<file path="src/rtl/mem_arbiter.sv">
// mem_arbiter: shares one memory port between the fetch and data paths.
// Round-robin on conflict, registered bus request, response to the granted master only.
module mem_arbiter #(
  parameter int XLEN = 32,
  parameter int STRB = XLEN / 8
) (
  input  logic            clk,
  input  logic            rst,
  input  logic            i_valid,
  input  logic [XLEN-1:0] i_addr,
  input  logic            i_flush,
  output logic            i_ready,
  output logic [XLEN-1:0] i_rdata,
  input  logic            d_valid,
  input  logic [XLEN-1:0] d_addr,
  input  logic [XLEN-1:0] d_wdata,
  input  logic [STRB-1:0] d_wstrb,
  output logic            d_ready,
  output logic [XLEN-1:0] d_rdata,
  output logic            mem_valid,
  output logic            mem_instr,
  output logic [XLEN-1:0] mem_addr,
  output logic [XLEN-1:0] mem_wdata,
  output logic [STRB-1:0] mem_wstrb,
  input  logic            mem_ready,
  input  logic [XLEN-1:0] mem_rdata
);

  typedef enum logic [1:0] {
    IDLE,
    BUSY_I,
    BUSY_D,
    DRAIN_I
  } state_t;

  state_t state;
  // 1 = data path was granted last, 0 = fetch path
  logic   last;

  logic ireq;
  logic dreq;
  logic pick_d;

  // a flushed fetch is not eligible; on conflict the non-last master wins
  always_comb begin
    ireq   = i_valid & ~i_flush;
    dreq   = d_valid;
    pick_d = dreq & (~ireq | ~last);
  end

  // responses go only to the master owning the bus; data gated to zero otherwise
  always_comb begin
    i_ready = (state == BUSY_I) & mem_ready & ~i_flush;
    d_ready = (state == BUSY_D) & mem_ready;
    i_rdata = i_ready ? mem_rdata : '0;
    d_rdata = d_ready ? mem_rdata : '0;
  end

  // arbitration FSM with registered bus request
  always_ff @(posedge clk or negedge rst) begin
    if (!rst) begin
      state     <= IDLE;
      last      <= 1'b0;
      mem_valid <= 1'b0;
      mem_instr <= 1'b0;
      mem_addr  <= '0;
      mem_wdata <= '0;
      mem_wstrb <= '0;
    end else begin
      case (state)
        IDLE: begin
          if (pick_d) begin
            state     <= BUSY_D;
            last      <= 1'b1;
            mem_valid <= 1'b1;
            mem_instr <= 1'b0;
            mem_addr  <= d_addr;
            mem_wdata <= d_wdata;
            mem_wstrb <= d_wstrb;
          end else if (ireq) begin
            state     <= BUSY_I;
            last      <= 1'b0;
            mem_valid <= 1'b1;
            mem_instr <= 1'b1;
            mem_addr  <= i_addr;
            mem_wdata <= '0;
            mem_wstrb <= '0;
          end
        end
        BUSY_I: begin
          if (mem_ready) begin
            state     <= IDLE;
            mem_valid <= 1'b0;
          end else if (i_flush) begin
            state <= DRAIN_I;
          end
        end
        BUSY_D: begin
          if (mem_ready) begin
            state     <= IDLE;
            mem_valid <= 1'b0;
          end
        end
        DRAIN_I: begin
          if (mem_ready) begin
            state     <= IDLE;
            mem_valid <= 1'b0;
          end
        end
        default: begin
          state     <= IDLE;
          mem_valid <= 1'b0;
        end
      endcase
    end
  end

endmodule

</file>
<file path="config.mk">
export PLATFORM = sky130hd
export DESIGN_NAME = mem_arbiter
export DESIGN_NICKNAME = d
export VERILOG_FILES = /design/src/rtl/mem_arbiter.sv
export SDC_FILE = /design/constraint.sdc
export NUM_CORES = 1
export LEC_CHECK = 0
export ABC_AREA = 1
export BUFFER_PORTS_ARGS = -buffer_cell sky130_fd_sc_hd__buf_2
export CAP_MARGIN = 25
export CORE_MARGIN = 2
export CORE_UTILIZATION = 25
export CTS_CLUSTER_DIAMETER = 200
export DETAILED_ROUTE_END_ITERATION = 12
export GPL_ROUTABILITY_DRIVEN = 0
export PLACE_DENSITY = 0.65
export SYNTH_ARGS = -nofsm -noshare
export SYNTH_HDL_FRONTEND = slang
export SYNTH_SLANG_ARGS = --single-unit
</file>
<file path="constraint.sdc">
create_clock -name clk -period 1.7 [get_ports clk]
set_input_delay 0.17 -clock clk [delete_from_list [all_inputs] [get_ports clk]]
set_output_delay 0.17 -clock clk [all_outputs]
set_load 0.05 [all_outputs]
</file>
==> flow_summary.yaml <==
outcome:
  status: "finished clean"
setup_path:
  r2r-end: "mem_addr[24]"
  reg2reg_from: "state[1]"
  cp-startpoint: "state[1]"
  endpoint: "i_rdata[15]"
  r2r_slack_ps: 230
  cp.required_ps: 1530
  cp.arrival_ps: 1510
  ff2ff_path_depth: 7
  worstPathMaxFanout: 17
  worstSetupEndpointType: "output pin"
  crit_type: "reg2out"
  start_kind: "flip-flop"
sta:
  fin_crit_sh: 0.987
  setup_viol_count_final: 0
  hold_viol_final: 0
  layout_min_cycle_time_ps: 1680
  fmax_mhz: 596
  final_max_slew_viol_count: 0
  rsz0062_at_grt: "yes"
  setup_tns_ps: 0
  skew_ps: 9.79
  setup_slack_ps: 22.4
  slew-limit-headroom: 0.746
  tightest_slew_ps: 381
  hold_ws_ps: 24.2
global_routing:
  antenna_found_initial: 0
  gr-usage-all-layers: 0.147
  grt_pass1_vias: 3864
  grt.overflow.total: 0
  grt_max_degree: 38
  grt_pass1_wl_mm: 19.0
routing:
  vias: 4222
  drt_iter0_markers: 184
  wirelength_mm: 13.1
  drc: 0
  firstDrtPassIters: 4
  antenna_left: 0
  wl_per_cell_um: 13.0
  vias_per_cell: 4.20
floorplan:
  initial_core_util: 0.253
  fp.dieH_um: 128
  die-area_mm2: 0.0163
  core_mm2: 0.0151
  pin_count: 274
  row_count: 45
  die_w_um: 128
yosys:
  seq_area_frac_synth: 0.478
  yosysTopAreaCell: "dfrtp_1"
  synth_fp_nets: 676
  ys_top_cells_by_area: "dfrtp_1 (48%), nand2_1 (21%), inv_1 (7.0%)"
  synth_top_area_frac: 0.478
  yosysWarnings: 0
  syn-cell-area_mm2: 0.00382
  syn_avg_cell_area_um2: 7.11
  ys_ff_latch: 73
  yosys.cell_types.count: 16
  synthCells: 538
placed_design:
  numPortBuffers: 273
  dp_hpwl_mm: 9.37
  preCtsSetupSlack_ps: 307
finish:
  drive_gt1_frac: 0.419
  final_util: 0.406
  final_cell_mix: "nand2_1 (219), buf_2 (208), dfrtp_1 (71)"
  num_antenna_cells: 0
  nFillCells: 1589
  area_delta_synth_final_pct: 60.1
  final_common_cell: "nand2_1"
  final_nets: 950
clocking:
  clkTransAtPathRegs_ps: 60
  clock_latency_ps: 330
  cts_tree: "built"
  root_buffer: "clkbuf_16"
  cts_made_buffers: 9
  htree_levels: 3
  clock-sinks: 73
  clk_path_buf_depth: 2
worst_hold_path:
  hold_class: "in2reg"
flow_run:
  drv_cap: 0
pwr:
  powerDensity_mw_per_mm2: 1960
  power.leakage_uw: 0.00372
  total_power_uw: 12000
  ir_worst_vdd_uv: 850
layout make-up:
class / instances / area [µm²] / share of cell area
clock inverters: 6 / 67.6 / 0.0110
clock buffers: 10 / 229 / 0.0374
inverters: 74 / 278 / 0.0454
flip-flops and latches: 73 / 1830 / 0.299
repair buffers: 292 / 1860 / 0.303
well taps: 188 / 235 / 0.0384
multi-input cells: 362 / 1630 / 0.266
registers in the layout, summed over array words and instances, names as in the netlist:
name	cells
mem_wstrb	4
mem_addr	32
mem_valid	1
state	2
mem_wdata	32
mem_instr	1
last	1
how the worst min path moves through the flow:
stage                          to  cells past startpoint         from
floorplan                    last                      0          rst
global placement     mem_addr[16]                      1          rst
detailed placement   mem_addr[13]                      1          rst
CTS                 mem_wdata[11]                      3  d_wdata[11]
global route        mem_wdata[22]                      3  d_wdata[22]
finish              mem_wdata[23]                      3  d_wdata[23]
cells in the mapped netlist:
library cell,count
buf_1,1
buf_2,15
buf_4,4
buf_6,4
clkbuf_1,5
dfrtp_1,73
inv_1,71
inv_2,3
nand2_1,219
nand2_2,1
nand3_1,35
nand3_2,2
nand3b_1,32
nand4_1,1
nor2_1,71
nor2_4,1
routing by layer:
layer / track usage / up-vias / share of wire
li1: - / 2143 / -
met1: 0.173 / 1895 / 0.41
met2: 0.268 / 164 / 0.51
met3: 0.0234 / 20 / 0.058
met4: 0.0562 / 0 / 0.023
met5: 0 / - / 0
what timing repair did:
action,CTS,global route
pin swaps,0,0
buffers inserted,0,3
setup endpoints to repair,64,66
gates resized for setup,55,86
cloned,0,2
hold endpoints to repair,24,0
hold buffers,1,0
cell families (layout without fill, tap and decap cells):
family	count (synthesis)	count (layout)	synth area share
buffers and inverters	103	382	0.118
flip-flops	73	73	0.478
AND/OR/NAND/NOR	362	362	0.405
per-stage QoR:
| step | cell area [µm²] | instances |
|---|---|---|
| after floorplan | 3820 | 538 |
| after global placement | 5390 | 983 |
| after CTS | 5840 | 1000 |
| after detailed placement | 5390 | 983 |
| final | 6120 | 1005 |
| after global routing | 6120 | 1005 |
report_power, final:
part           total (µW)  internal [µW]  switching (µW)
logic                7020           1640            5370
clock network        1900           1140             762
registers            3070           2620             456
total               12000           5400            6590
critical path, cell delays in order (launching register included):
cell and delay, ps:
dfrtp_2 420, inv_2 60, nand4_1 90, buf_6 150, buf_12 160, nor2_2 120
buf_6 170
Note: power is estimated with default switching activity, not from simulation.
